<file path="src/rtl/pq_sort_ctl.sv">
// Batch sort controller wrapped around an external priority queue.
// Each input batch (closed by s_last, or cut at CAP entries) is pushed into the queue
// in LOAD, then popped back out in key order in DRAIN. The pop path is combinational,
// so the queue's head appears on m_kv in the same cycle it becomes valid.
module pq_sort_ctl #(
  parameter int unsigned KW  = 16,
  parameter int unsigned VW  = 16,
  parameter int unsigned CAP = 8,
  localparam int unsigned CW = $clog2(CAP + 1),
  localparam int unsigned DW = KW + VW
) (
  input  logic          clk,
  input  logic          rst,
  // unsorted input stream
  input  logic          s_valid,
  output logic          s_ready,
  input  logic [DW-1:0] s_kv,
  input  logic          s_last,
  // sorted output stream
  output logic          m_valid,
  input  logic          m_ready,
  output logic [DW-1:0] m_kv,
  output logic          m_last,
  // queue push side
  output logic          pq_ivalid,
  input  logic          pq_irdy,
  output logic [DW-1:0] pq_idata,
  input  logic          pq_full,
  input  logic          pq_busy,
  // queue pop side
  input  logic          pq_ovalid,
  output logic          pq_ordy,
  input  logic [DW-1:0] pq_odata,
  // status
  output logic [CW-1:0] batch_cnt,
  output logic          trunc,
  output logic [15:0]   batches
);

  typedef enum logic [0:0] {StLoad, StDrain} state_e;

  localparam logic [CW-1:0] CapCnt = CW'(CAP);
  localparam logic [CW-1:0] OneCnt = CW'(1);

  state_e        state_q, state_d;
  logic [CW-1:0] cnt_q, cnt_d;
  logic          trunc_q, trunc_d;
  logic [15:0]   batches_q, batches_d;
  logic          accept;
  logic          pop;

  // Handshake decode and next-state; rst gates the handshake outputs so they read zero
  // for the whole reset window, not just after the state register settles.
  always_comb begin
    state_d   = state_q;
    cnt_d     = cnt_q;
    trunc_d   = trunc_q;
    batches_d = batches_q;
    s_ready   = 1'b0;
    pq_ivalid = 1'b0;
    pq_idata  = s_kv;
    m_valid   = 1'b0;
    m_kv      = '0;
    m_last    = 1'b0;
    pq_ordy   = 1'b0;
    accept    = 1'b0;
    pop       = 1'b0;
    unique case (state_q)
      StLoad: begin
        // pq_full in LOAD is a sizing fault: stall the input rather than overflow
        s_ready   = rst & pq_irdy & ~pq_busy & ~pq_full;
        accept    = s_valid & s_ready;
        pq_ivalid = accept;
        if (accept) begin
          cnt_d = cnt_q + OneCnt;
          if (s_last || (cnt_d == CapCnt)) begin
            state_d = StDrain;
            trunc_d = ~s_last;
          end
        end
      end
      StDrain: begin
        m_valid = rst & pq_ovalid & ~pq_busy;
        m_kv    = pq_odata;
        m_last  = m_valid & (cnt_q == OneCnt);
        pop     = m_valid & m_ready;
        pq_ordy = pop;
        if (pop) begin
          cnt_d = cnt_q - OneCnt;
          if (cnt_q == OneCnt) begin
            state_d   = StLoad;
            batches_d = batches_q + 16'd1;
          end
        end
      end
      default: state_d = StLoad;
    endcase
  end

  // State and status registers.
  always_ff @(posedge clk or negedge rst) begin
    if (!rst) begin
      state_q   <= StLoad;
      cnt_q     <= '0;
      trunc_q   <= 1'b0;
      batches_q <= '0;
    end else begin
      state_q   <= state_d;
      cnt_q     <= cnt_d;
      trunc_q   <= trunc_d;
      batches_q <= batches_d;
    end
  end

  assign batch_cnt = cnt_q;
  assign trunc     = trunc_q;
  assign batches   = batches_q;

endmodule

</file>
<file path="config.mk">
export PLATFORM = sky130hd
export DESIGN_NAME = pq_sort_ctl
export DESIGN_NICKNAME = d
export VERILOG_FILES = /design/src/rtl/pq_sort_ctl.sv
export SDC_FILE = /design/constraint.sdc
export NUM_CORES = 1
export LEC_CHECK = 0
export CAP_MARGIN = 20
export CORE_ASPECT_RATIO = 0.5
export CORE_MARGIN = 5
export CORE_UTILIZATION = 45
export DETAILED_ROUTE_END_ITERATION = 10
export DONT_BUFFER_PORTS = 1
export HOLD_SLACK_MARGIN = 0.08
export REMOVE_ABC_BUFFERS = 1
export SYNTH_ARGS = -nofsm -noshare
export SYNTH_HDL_FRONTEND = slang
export SYNTH_SLANG_ARGS = --single-unit
</file>
<file path="constraint.sdc">
create_clock -name clk -period 1.6 [get_ports clk]
set_input_delay 0.32 -clock clk [delete_from_list [all_inputs] [get_ports clk]]
set_output_delay 0.32 -clock clk [all_outputs]
set_load 0.05 [all_outputs]
</file>
# ---- Word level (Yosys, flattened, before mapping)
# Index checks and enable logic that the tools add are counted.
dict set report totals {
  ff_bits 22
  output_inout_bits 90
}
dict set report classes {
  n_addsub 3
  n_eq_ne 4
  n_mux 14
  n_bitwise 12
  reduce_logical 4
}
# op n
set ops {}
lappend ops {{two-way mux 32 bit} 1}
lappend ops {{adder 16 x 1 -> 16 bit, second input constant} 1}
lappend ops {{two-way mux 1 bit} 9}
lappend ops {{bitwise AND 1 bit} 8}
lappend ops {{two-way mux 4 bit} 2}
lappend ops {{one-hot mux 4 bit (2 select lines)} 1}
lappend ops {{AND reduction 3 bit} 2}
lappend ops {{adder 4 x 1 -> 4 bit, second input constant} 1}
lappend ops {{== test 4 x 1 -> 1 bit, second input constant} 1}
lappend ops {{== test 4 bit, second input constant} 1}
lappend ops {{NOT 1 bit} 4}
lappend ops {{subtractor 4 x 1 -> 4 bit, second input constant} 1}
lappend ops {{inequality test 2 x 1 -> 1 bit, second input constant} 1}
lappend ops {{inequality test 2 bit, second input constant} 1}
lappend ops {{one-hot mux 1 bit (2 select lines)} 1}
lappend ops {{AND reduction 2 bit} 1}
lappend ops {{logical OR 1 bit} 1}

# ---- Longest topological paths before layout
# Gate-level depths: netlist (run 1).
dict set report depth {
  depth_word 6
  mapped_depth 7
}

# ---- Worst setup path after synthesis (run 1)
# No wires, ideal clock.
dict set report synth_path {
  kind {register to output}
  start {register cnt_q[0], in the netlist batch_cnt[0]}
  end {output m_last}
  t_arrival_ns 2.675
  required_time_ns 1.280
  setup_slack_ns -1.395
  stages_incl_launch_ff 3
  n_path_buf 0
  cell_sequence {dfrtp_1 ha_1 nor4b_1}
}
dict set report synth_via {
  elab_chain_cells 3
}
# item line
set synth_rtl {}
lappend synth_rtl {{start, declared} 46} ;# logic [CW-1:0] cnt_q, cnt_d;
lappend synth_rtl {{start signal, assigned} 109} ;# cnt_q <= cnt_d;
lappend synth_rtl {{== test 4 x 1 -> 1 bit} 85} ;# m_last = m_valid & (cnt_q == OneCnt);
lappend synth_rtl {{bitwise AND 1 bit} 85}
lappend synth_rtl {{two-way mux 1 bit} 68} ;# unique case (state_q)
lappend synth_rtl {{end, declared} 23} ;# output logic m_last,
# No other way between the ends.

# ---- Worst setup path after layout (run 1)
dict set report layout_path {
  start {register state_q}
  end {output m_last}
}
dict set report layout_via {
  elab_chain_cells 1
}
# item line
set layout_rtl {}
lappend layout_rtl {{start, declared} 45} ;# state_e state_q, state_d;
lappend layout_rtl {{start signal, assigned} 103} ;# state_q <= StLoad;
lappend layout_rtl {{start signal, assigned} 108} ;# state_q <= state_d;
lappend layout_rtl {{two-way mux 1 bit} 68}
# No other way between the ends.

==> results of run 1 <==
[sequential cells by signal (all words and copies together), names as in the netlist]
name / cells
batches: 16
batch_cnt: 4
trunc: 1
state_q: 1
[path summary, 6_finish.rpt]
kind	start	to	slack [ns]	depth (start not counted)
min in group asynchronous	rst	batches[5]	0.30	1
min	s_last	trunc	0.15	1
min reg2reg	batches[2]	batches[2]	0.53	1
max	state_q	m_last	-0.05	3
max in group asynchronous	rst	state_q	0.92	2
max reg2reg	batch_cnt[1]	batches[15]	0.01	7
[worst reg2reg max path, cell delays in order, from the launching register on]
cell       delay, ns
dfrtp_1         0.40
inv_2           0.08
ha_4            0.15
nand4bb_4       0.13
nor4_4          0.23
buf_4           0.20
nand4_1         0.12
xnor2_1         0.17
[cell usage after synthesis]
cell	number	area share [%]
buf_2	1	0.31
nor4b_1	1	0.54
nor2_1	7	1.6
mux2_2	1	0.70
nor3_1	1	0.31
a21bo_2	1	0.62
mux2i_1	1	0.62
inv_1	4	0.93
xnor2_1	15	8.2
and2_1	33	13
nand4bb_1	1	0.70
clkinv_1	1	0.23
xor2_1	4	2.2
o31ai_1	1	0.47
nand4bb_4	1	1.7
nand2_1	12	2.8
nand3_1	5	1.6
nand4b_1	2	1.1
clkbuf_1	4	0.93
and2b_1	1	0.47
and4bb_2	1	0.78
nand4_1	4	1.6
buf_4	32	15
nand2b_1	1	0.39
o2bb2a_2	1	0.70
and4_1	1	0.54
a21oi_1	5	1.6
nor4_4	1	1.3
dfrtp_1	22	34
nand3b_1	1	0.47
o21ai_0	1	0.31
ha_1	4	3.1
nand4b_4	1	1.5
[layer usage]
metal,vias to the layer above,GRT usage (%),wire length (um)
li1,599,-,-
met3,6,13.2,777
met1,615,25.4,2250
met2,98,30.0,2310
met4,2,2.87,38
met5,-,14.3,55
[logic make-up (layout without fill, tap and decap cells)]
kind of cell	Yosys count	in the layout	synth area share [%]
AND/OR/NAND/NOR	74	74	30.1
adder cells (fa/ha/maj)	4	4	3.11
buffers and inverters	42	77	17.3
flip-flops	22	22	34.2
multiplexers	2	2	1.32
AO/OA/AOI/OAI	9	9	3.65
XOR/XNOR	19	19	10.3
[power groups by stage]
stage	clock network (mW)	logic (mW)	registers, mW
after floorplan	0	1.20	0.980
after global placement	0	2.72	0.706
after detailed placement	0	2.75	0.713
after CTS	0.513	2.83	0.714
after global routing	0.541	3.01	0.730
final	0.512	2.88	0.722
[final cells by class]
cell class	instances	area, um^2
clock buffers	3	41.3
fillers	232	960
multi-input cells	108	817
inverters	5	23.8
clock inverters	1	30.0
well taps	51	63.8
flip-flops and latches	22	552
repair buffers	68	947
[repair_timing]
item	4_1_cts	5_1_grt
pin swaps	1	6
endpoints found under the setup margin	42	43
hold endpoints to repair	22	0
hold buffers	1	0
resized for setup	11	7
setup buffers	2	5
[stage by stage]
| step | hold slack, ns | power [mW] | setup WS (ns) |
|---|---|---|---|
| floorplan | 0.0244 | 2.18 | -1.40 |
| global placement | 0.0251 | 3.42 | -0.0454 |
| finish | 0.147 | 4.11 | -0.0518 |
| CTS | 0.144 | 4.06 | -0.0166 |
| detailed placement | 0.0249 | 3.46 | -0.0789 |
| global route | 0.144 | 4.28 | -0.0808 |
==> run summary, run 1 <==
status: complete, but fails checks
failing checks: negative setup slack
global-route usage over all layers: 20.7%
I/O pin cnt: 163
max_cap viols: 0
clock skew: 0.00267 ns
DR pass1 iterations: 4
Setup TNS: -0.0570 ns
minimum clock period: 1.65 ns
Critical Path RT: 1.28 ns
Crit Path Max Fanout: 4
CTS tree: built
kind of critical path: reg -> out
final setup fails: 2
first-pass GRT wire length: 7540 um
DR vias/cell: 5.12
post-synth cell types: 33
crit-path leading delay family: flip-flops
Synth warnings: 0
Layout Cells excl Fill: 258
most frequent cells in the layout: 32 x and2_1, 32 x buf_12, 28 x buf_4, 21 x dfrtp_1, 15 x xnor2_1
post-synthesis sequential area ratio: 34.2%
final std cell area, no fill: 2470 um^2
Routed Antenna Nets: 0
leakage: 1.12 nW
placed cell areas: 2260 um^2
crit path max-delay cell type: dfrtp_2
IO buf count: 0
P_int: 2.23 mW
Period Utilization, post-route: 103%
routed wire length: 5430 um
Clock power frac: 12.4%
floorplan row count: 15
cells after synthesis: 172
final hold violations: 0
gp weighted congestion: 0.759
Clock Pin Slew Worst Setup and Hold Paths: 0.08 ns
number of DRC markers in iteration 0: 28
Bufs and invs on worst path: 1
worst hold path class: in -> reg
TritonCTS Buffers: 3
Clock Sinks: 22
Initial Utilization: 46.9%
WP data arrival: 1.33 ns
clock buffer depth: 2
layout cells sized above 1: 41.5%
die height: 52.3 um
P&R area growth vs syn: 53.6%
fmax: 605 MHz
vias in the first global route: 1311
# H-tree levels: 1
crit-path max cell delay: 0.44 ns
RSZ-0062 raised after global routing: true
core area: 3430 um^2
chip width: 94.6 um
Peak VDD IR: 0.644 mV
Sequential Power Share: 17.5%
dpl cells: 245
Worst slew margin: 64.9%
CP endpoint kind: output pin
total die area: 4950 um^2
Clock Root Buffer: clkbuf_8
hpwl dp: 4380 um
syn_area_per_cell: 9.37 um^2
DR vias: 1320
DRC viols: 0
Skew-Pair Late Insertion Delay: 0.26 ns
global route overflow: 0
CP startpoint kind: flip-flop
worst-path cell chain: nand4b_4 > nor4b_4 > buf_6
Final WS setup: -0.0518 ns
synthesized flop and latch total: 22
Final #Nets: 285
Worst-Margin Slew: 0.527 ns
count of pins over their slew limit: 0
Sw Ratio: 45.9%
WL/cell: 21.1 um
largest net degree at the start of global routing: 37
PD cells: 1660 nW/um^2
antenna violations before repair: 0
Netlist Area Pre-Place: 1610 um^2
Switch Pwr: 1.89 mW
combinational power share: 70.0%
Util after Layout: 72.1%
diode count: 0
(Power assumes the default switching activity.)
==> run 2: changes to the inputs <==
ABC_AREA = 1   (was unset)
CORE_ASPECT_RATIO = 1.1   (was 0.5)
==> run summary, run 2 <==
Period Utilization, post-route: 102% (-1.2 points)
vias in the first global route: 1842 (+41%)
WP data arrival: 1.31 ns (-0.02 ns)
Adder-Cell Fraction of Synth Area: 2.53% (-0.58 points)
die height: 79.6 um (+52%)
antenna violations before repair: 0 (unchanged)
global route overflow: 0 (unchanged)
Final #Nets: 401 (+41%)
CP startpoint kind: flip-flop
top area cells in the synthesized netlist: dfrtp_1 28%, nand2_1 17%, buf_4 12%, inv_1 10%, nor2_1 3.2%
most frequent cell after synthesis: nand2_1
dpl cells: 369 (+51%)
hpwl dp: 5510 um (+26%)
Crit Path Max Fanout: 7 (+3)
PD cells: 1630 nW/um^2 (-1.6%)
syn_area_per_cell: 6.76 um^2 (-28%)
final setup fails: 4 (+2)
Clock Root Buffer: clkbuf_8
core area: 4290 um^2 (+25%)
fmax: 613 MHz (+1.2%)
Async S/R FF share, synth: 100% (unchanged)
failing checks: negative setup slack
layout cells sized above 1: 39.9% (-1.6 points)
Skew-Pair Late Insertion Delay: 0.27 ns (about the same)
DRC viols: 0 (unchanged)
CP endpoint kind: output pin
Initial Utilization: 46.2% (-0.67 points)
DR vias: 1912 (+45%)
diode count: 0 (unchanged)
final hold violations: 0 (unchanged)
number of DRC markers in iteration 0: 36 (+29%)
total die area: 5830 um^2 (+18%)
post-synthesis sequential area ratio: 27.8% (-6.4 points)
max reg flops: 16 (unchanged)
worst hold path class: in -> reg
most frequent cells in the layout: 91 x nand2_1, 37 x inv_2, 33 x buf_12, 24 x buf_4, 21 x dfrtp_1
Power Total: 4.64 mW (+13%)
DR pass1 iterations: 4 (unchanged)
Synth warnings: 0 (unchanged)
gp weighted congestion: 0.820 (+8.0%)
chip width: 73.3 um (-23%)
Netlist Area Pre-Place: 1980 um^2 (+23%)
Clock Sinks: 22 (unchanged)
WL/cell: 17.9 um (-15%)
clock buffer depth: 2 (unchanged)
routed length on met1: 2500 um (+11%)
number of synthesized flops with an enable pin: 0 (unchanged)
largest net degree at the start of global routing: 32 (-14%)
status: complete, but fails checks
synthesized flop and latch total: 22 (unchanged)
cells after synthesis: 293 (+70%)
met3 wire length: 1140 um (+47%)
Clock Pin Slew Worst Setup and Hold Paths: 0.08 ns (about the same)
mux share of post-synthesis cell area: 0% (-1.3 points)
clock skew: 0.00150 ns (-0.00117 ns)
post-synthesis compound-gate area fraction: 3.72% (+0.076 points)
Synth Area in XOR/XNOR: 4.42% (-5.9 points)
Util after Layout: 66.3% (-5.8 points)
kind of critical path: reg -> out
Peak VDD IR: 0.948 mV (+47%)
count of pins over their slew limit: 0 (unchanged)
DR vias/cell: 5.07 (-0.87%)
max layer used: met4
Layout Cells excl Fill: 377 (+46%)
Routed Antenna Nets: 0 (unchanged)
post-synth cell types: 25 (-24%)
global-route usage over all layers: 22.8% (+2.1 points)
leading cell types by count after synthesis: 91 x nand2_1, 53 x inv_1, 32 x buf_4, 22 x dfrtp_1, 17 x nor2_1
Main synth FF type: dfrtp_1
met2 wire len: 3020 um (+31%)
Worst slew margin: 65.8% (+0.92 points)
max_cap viols: 0 (unchanged)
P&R area growth vs syn: 43.3%
share of the synthesized area in the top cell type: 27.8% (-6.4 points)
cell taking the most area after synthesis: dfrtp_1
RSZ-0062 raised after global routing: true
# H-tree levels: 1 (unchanged)
Layout fillers: 363 (+56%)
Worst-Margin Slew: 0.513 ns (-0.0138 ns)
largest family of logic cells by synthesized area: simple AND/OR/NAND/NOR gates
first-pass GRT wire length: 9850 um (+31%)
I/O pin cnt: 163 (unchanged)
IO buf count: 0 (unchanged)
most common cell after layout, fill and taps aside: nand2_1
routed wire length: 6740 um (+24%)
Final WS setup: -0.0326 ns (+0.0192 ns)
Simple-Gate Fraction of Synth Area: 36.7% (+6.6 points)
leakage: 1.45 nW (+29%)
Critical Path RT: 1.28 ns (about the same)
CTS tree: built
TritonCTS Buffers: 3 (unchanged)
floorplan row count: 25 (+10)
minimum clock period: 1.63 ns (-0.0192 ns)
[run 2: layout make-up]
type / count / area, um^2 / area share, %
Clock buffer: 4 / 55.1 / 1.94
Inverter: 56 / 210 / 7.40
Multi-Input combinational cell: 177 / 1000 / 35.3
Sequential cell: 22 / 552 / 19.4
Tap cell: 54 / 67.6 / 2.38
Timing Repair Buffer: 64 / 952 / 33.5
[run 2: final timing paths]
check | from | endpoint | slack (ns) | cells past startpoint
max | state_q | s_ready | -0.03 | 2
min | s_valid | state_q | 0.25 | 2
max reg2reg | batch_cnt[1] | batches[9] | 0.10 | 8
min reg2reg | batches[12] | batches[12] | 0.57 | 2
max in group asynchronous | rst | state_q | 0.81 | 2
min in group asynchronous | rst | batches[14] | 0.38 | 1
[run 2: worst max-delay path, cell delays in order (launching register included)]
cell     delay [ns]
dfrtp_2        0.51
nor4_4         0.32
buf_6          0.21
[run 2: logic make-up after synthesis]
group / Yosys count
XOR/XNOR: 10
flip-flops: 22
AND/OR/NAND/NOR: 149
buffers and inverters: 94
adder cells (fa/ha/maj): 4
AO/OA/AOI/OAI: 14
[run 2: what timing repair did]
item / CTS / global route
hold buffers: 1 / 0
buffers inserted: 1 / 0
pin swaps: 3 / 3
cloned: 0 / 1
hold endpoints to repair: 22 / 0
setup endpoints to repair: 34 / 37
gates resized for setup: 15 / 41
[run 2: metrics by stage]
step           area, um^2  TNS (ns)  worst slack (ns)  hold slack, ns
4_1_cts              2760   -0.0508           -0.0291           0.236
2_1_floorplan        1700     -7.69             -1.11          0.0244
5_1_grt              2840     -1.53           -0.0821           0.264
3_5_place_dp         2620         0             0.142          0.0252
6_report             2840   -0.0684           -0.0326           0.248
3_3_place_gp         2620         0             0.175          0.0252
[run 2: power breakdown]
part           switching [mW]  total [mW]  internal [mW]
registers               0.134       0.789          0.655
logic                    2.04        3.44           1.40
clock network           0.194       0.414          0.220
total                    2.37        4.64           2.28
[run 2: routing by layer]
| metal | up-vias | GRT usage, % |
|---|---|---|
| met5 | - | 2.02 |
| met4 | 0 | 6.46 |
| met3 | 7 | 14.7 |
| met2 | 124 | 35.2 |
| met1 | 875 | 25.6 |
| li1 | 906 | - |
==> run 3: changes to the inputs <==
CORE_MARGIN = unset   (was 5)
CORE_UTILIZATION = 30   (was 45)
==> run summary, run 3 (same netlist as run 2, synthesis figures left out) <==
Skew-Pair Late Insertion Delay: 0.26 ns (about the same)
WP data arrival: 1.31 ns (about the same)
Util after Layout: 48.9% (-17 points)
Min-Delay Path Depth: 3 (+1)
leakage: 1.52 nW (+4.8%)
Power Total: 5.10 mW (+9.8%)
RSZ-0062 raised after global routing: true
R2R depth: 6 (-2)
CP endpoint kind: output pin
clock buffer depth: 2 (unchanged)
Layout Cells excl Fill: 412 (+9.3%)
count of pins over their slew limit: 0 (unchanged)
placed cell areas: 2680 um^2 (+2.2%)
fmax: 614 MHz (+0.16%)
gp weighted congestion: 0.758 (-7.6%)
max reg flops: 16 (unchanged)
clock skew: 0.00762 ns (+0.00613 ns)
Routed Antenna Nets: 0 (unchanged)
DR vias: 1960 (+2.5%)
multi-input logic area: 1060 um^2 (+5.6%)
Critical Path RT: 1.28 ns (about the same)
PD cells: 1660 nW/um^2 (+1.8%)
CTS tree: built
vias in the first global route: 1848 (+0.33%)
Clock Pin Slew Worst Setup and Hold Paths: 0.09 ns (about the same)
max_cap viols: 0 (unchanged)
Crit Path Max Fanout: 6 (-1)
status: complete, but fails checks
DR vias/cell: 4.76 (-6.2%)
I/O pin cnt: 163 (unchanged)
Period Utilization, post-route: 102% (-0.16 points)
most common cell after layout, fill and taps aside: nand2_1
Clock Root Buffer: clkbuf_8
minimum clock period: 1.63 ns (-0.00261 ns)
largest net degree at the start of global routing: 23 (-28%)
Final WS setup: -0.0300 ns (+0.00261 ns)
core area: 6270 um^2 (+46%)
sequential cell area: 553 um^2 (+0.23%)
DRC viols: 0 (unchanged)
total die area: 6940 um^2 (+19%)
dpl cells: 396 (+7.3%)
IO buf count: 0 (unchanged)
most frequent cells in the layout: 71 x nand2_1, 36 x buf_12, 32 x inv_2, 27 x buf_4, 22 x inv_1
Hold Slack: 0.272 ns (+0.0247 ns)
number of DRC markers in iteration 0: 82 (+130%)
Peak VDD IR: 0.883 mV (-6.8%)
failing checks: negative setup slack
final std cell area, no fill: 3070 um^2 (+7.9%)
TritonCTS Buffers: 3 (unchanged)
CP startpoint kind: flip-flop
global route overflow: 0 (unchanged)
DR pass1 iterations: 4 (unchanged)
Final #Nets: 410 (+2.2%)
Worst slew margin: 66.3% (+0.52 points)
worst hold path class: in -> reg
chip width: 79.5 um (+8.5%)
first-pass GRT wire length: 9890 um (+0.42%)
Worst-Margin Slew: 0.505 ns (-0.00776 ns)
routed wire length: 6830 um (+1.3%)
final setup fails: 13 (+9)
# H-tree levels: 1 (unchanged)
antenna violations before repair: 0 (unchanged)
Setup TNS: -0.163 ns (-0.0945 ns)
Clock Sinks: 22 (unchanged)
global-route usage over all layers: 19.4% (-3.5 points)
floorplan row count: 30 (+20%)
WL/cell: 16.6 um (-7.3%)
final hold violations: 0 (unchanged)
layout cells sized above 1: 47.0% (+7.0 points)
die height: 87.2 um (+9.6%)
Layout fillers: 562 (+55%)
pre-CTS setup slack: 0.138 ns (-0.00465 ns)
P&R area growth vs syn: 54.7%
diode count: 0 (unchanged)
Initial Utilization: 31.6% (-15 points)
kind of critical path: reg -> out
hpwl dp: 5440 um (-1.2%)
[run 3: cell count changes in the layout (fill, tap and decap cells not counted), sizes merged]
| cell | change |
|---|---|
| buf | +8 |
| bufinv | +1 |
[run 3: what timing repair did]
item / CTS / global route
buffers inserted: 0 / 9
setup endpoints to repair: 36 / 36
hold buffers: 1 / 0
pin swaps: 1 / 2
gates resized for setup: 13 / 66
cloned: 0 / 1
hold endpoints to repair: 22 / 0
[run 3: layer usage]
metal  vias to the layer above  wire [um]  track usage [%]
met5                         -          0             3.85
met4                         0         16             2.98
met3                         2        936             10.8
met2                       108       3400             33.7
met1                       921       2480             20.5
li1                        929          -                -
[run 3: path summary, 6_finish.rpt]
kind                                   from           end  slack (ns)
worst max-delay path                state_q     pq_ivalid       -0.03
worst min-delay path                 s_last         trunc        0.27
worst max register to register      state_q  batch_cnt[0]        0.18
worst min register to register  batches[11]   batches[11]        0.54
max in group asynchronous               rst  batch_cnt[2]        0.88
min in group asynchronous               rst   batches[13]        0.31
[run 3: final cells by class]
class,count,share of cell area [%]
clock inverter,1,0.980
timing repair buffer,73,34.8
clock buffer,3,1.35
inverter,56,7.02
multi-input combinational,177,34.6
tap,80,3.27
sequential,22,18.0
[run 3: critical path: stages, from the launching register on]
cell	delay, ns
dfrtp_2	0.45
buf_12	0.16
nor2_4	0.11
nand3_4	0.11
inv_4	0.08
buf_12	0.13
[run 3: power by group]
group          internal [mW]  switching, mW
clock network          0.334          0.188
registers              0.658          0.140
logic                   1.63           2.15
total                   2.62           2.48
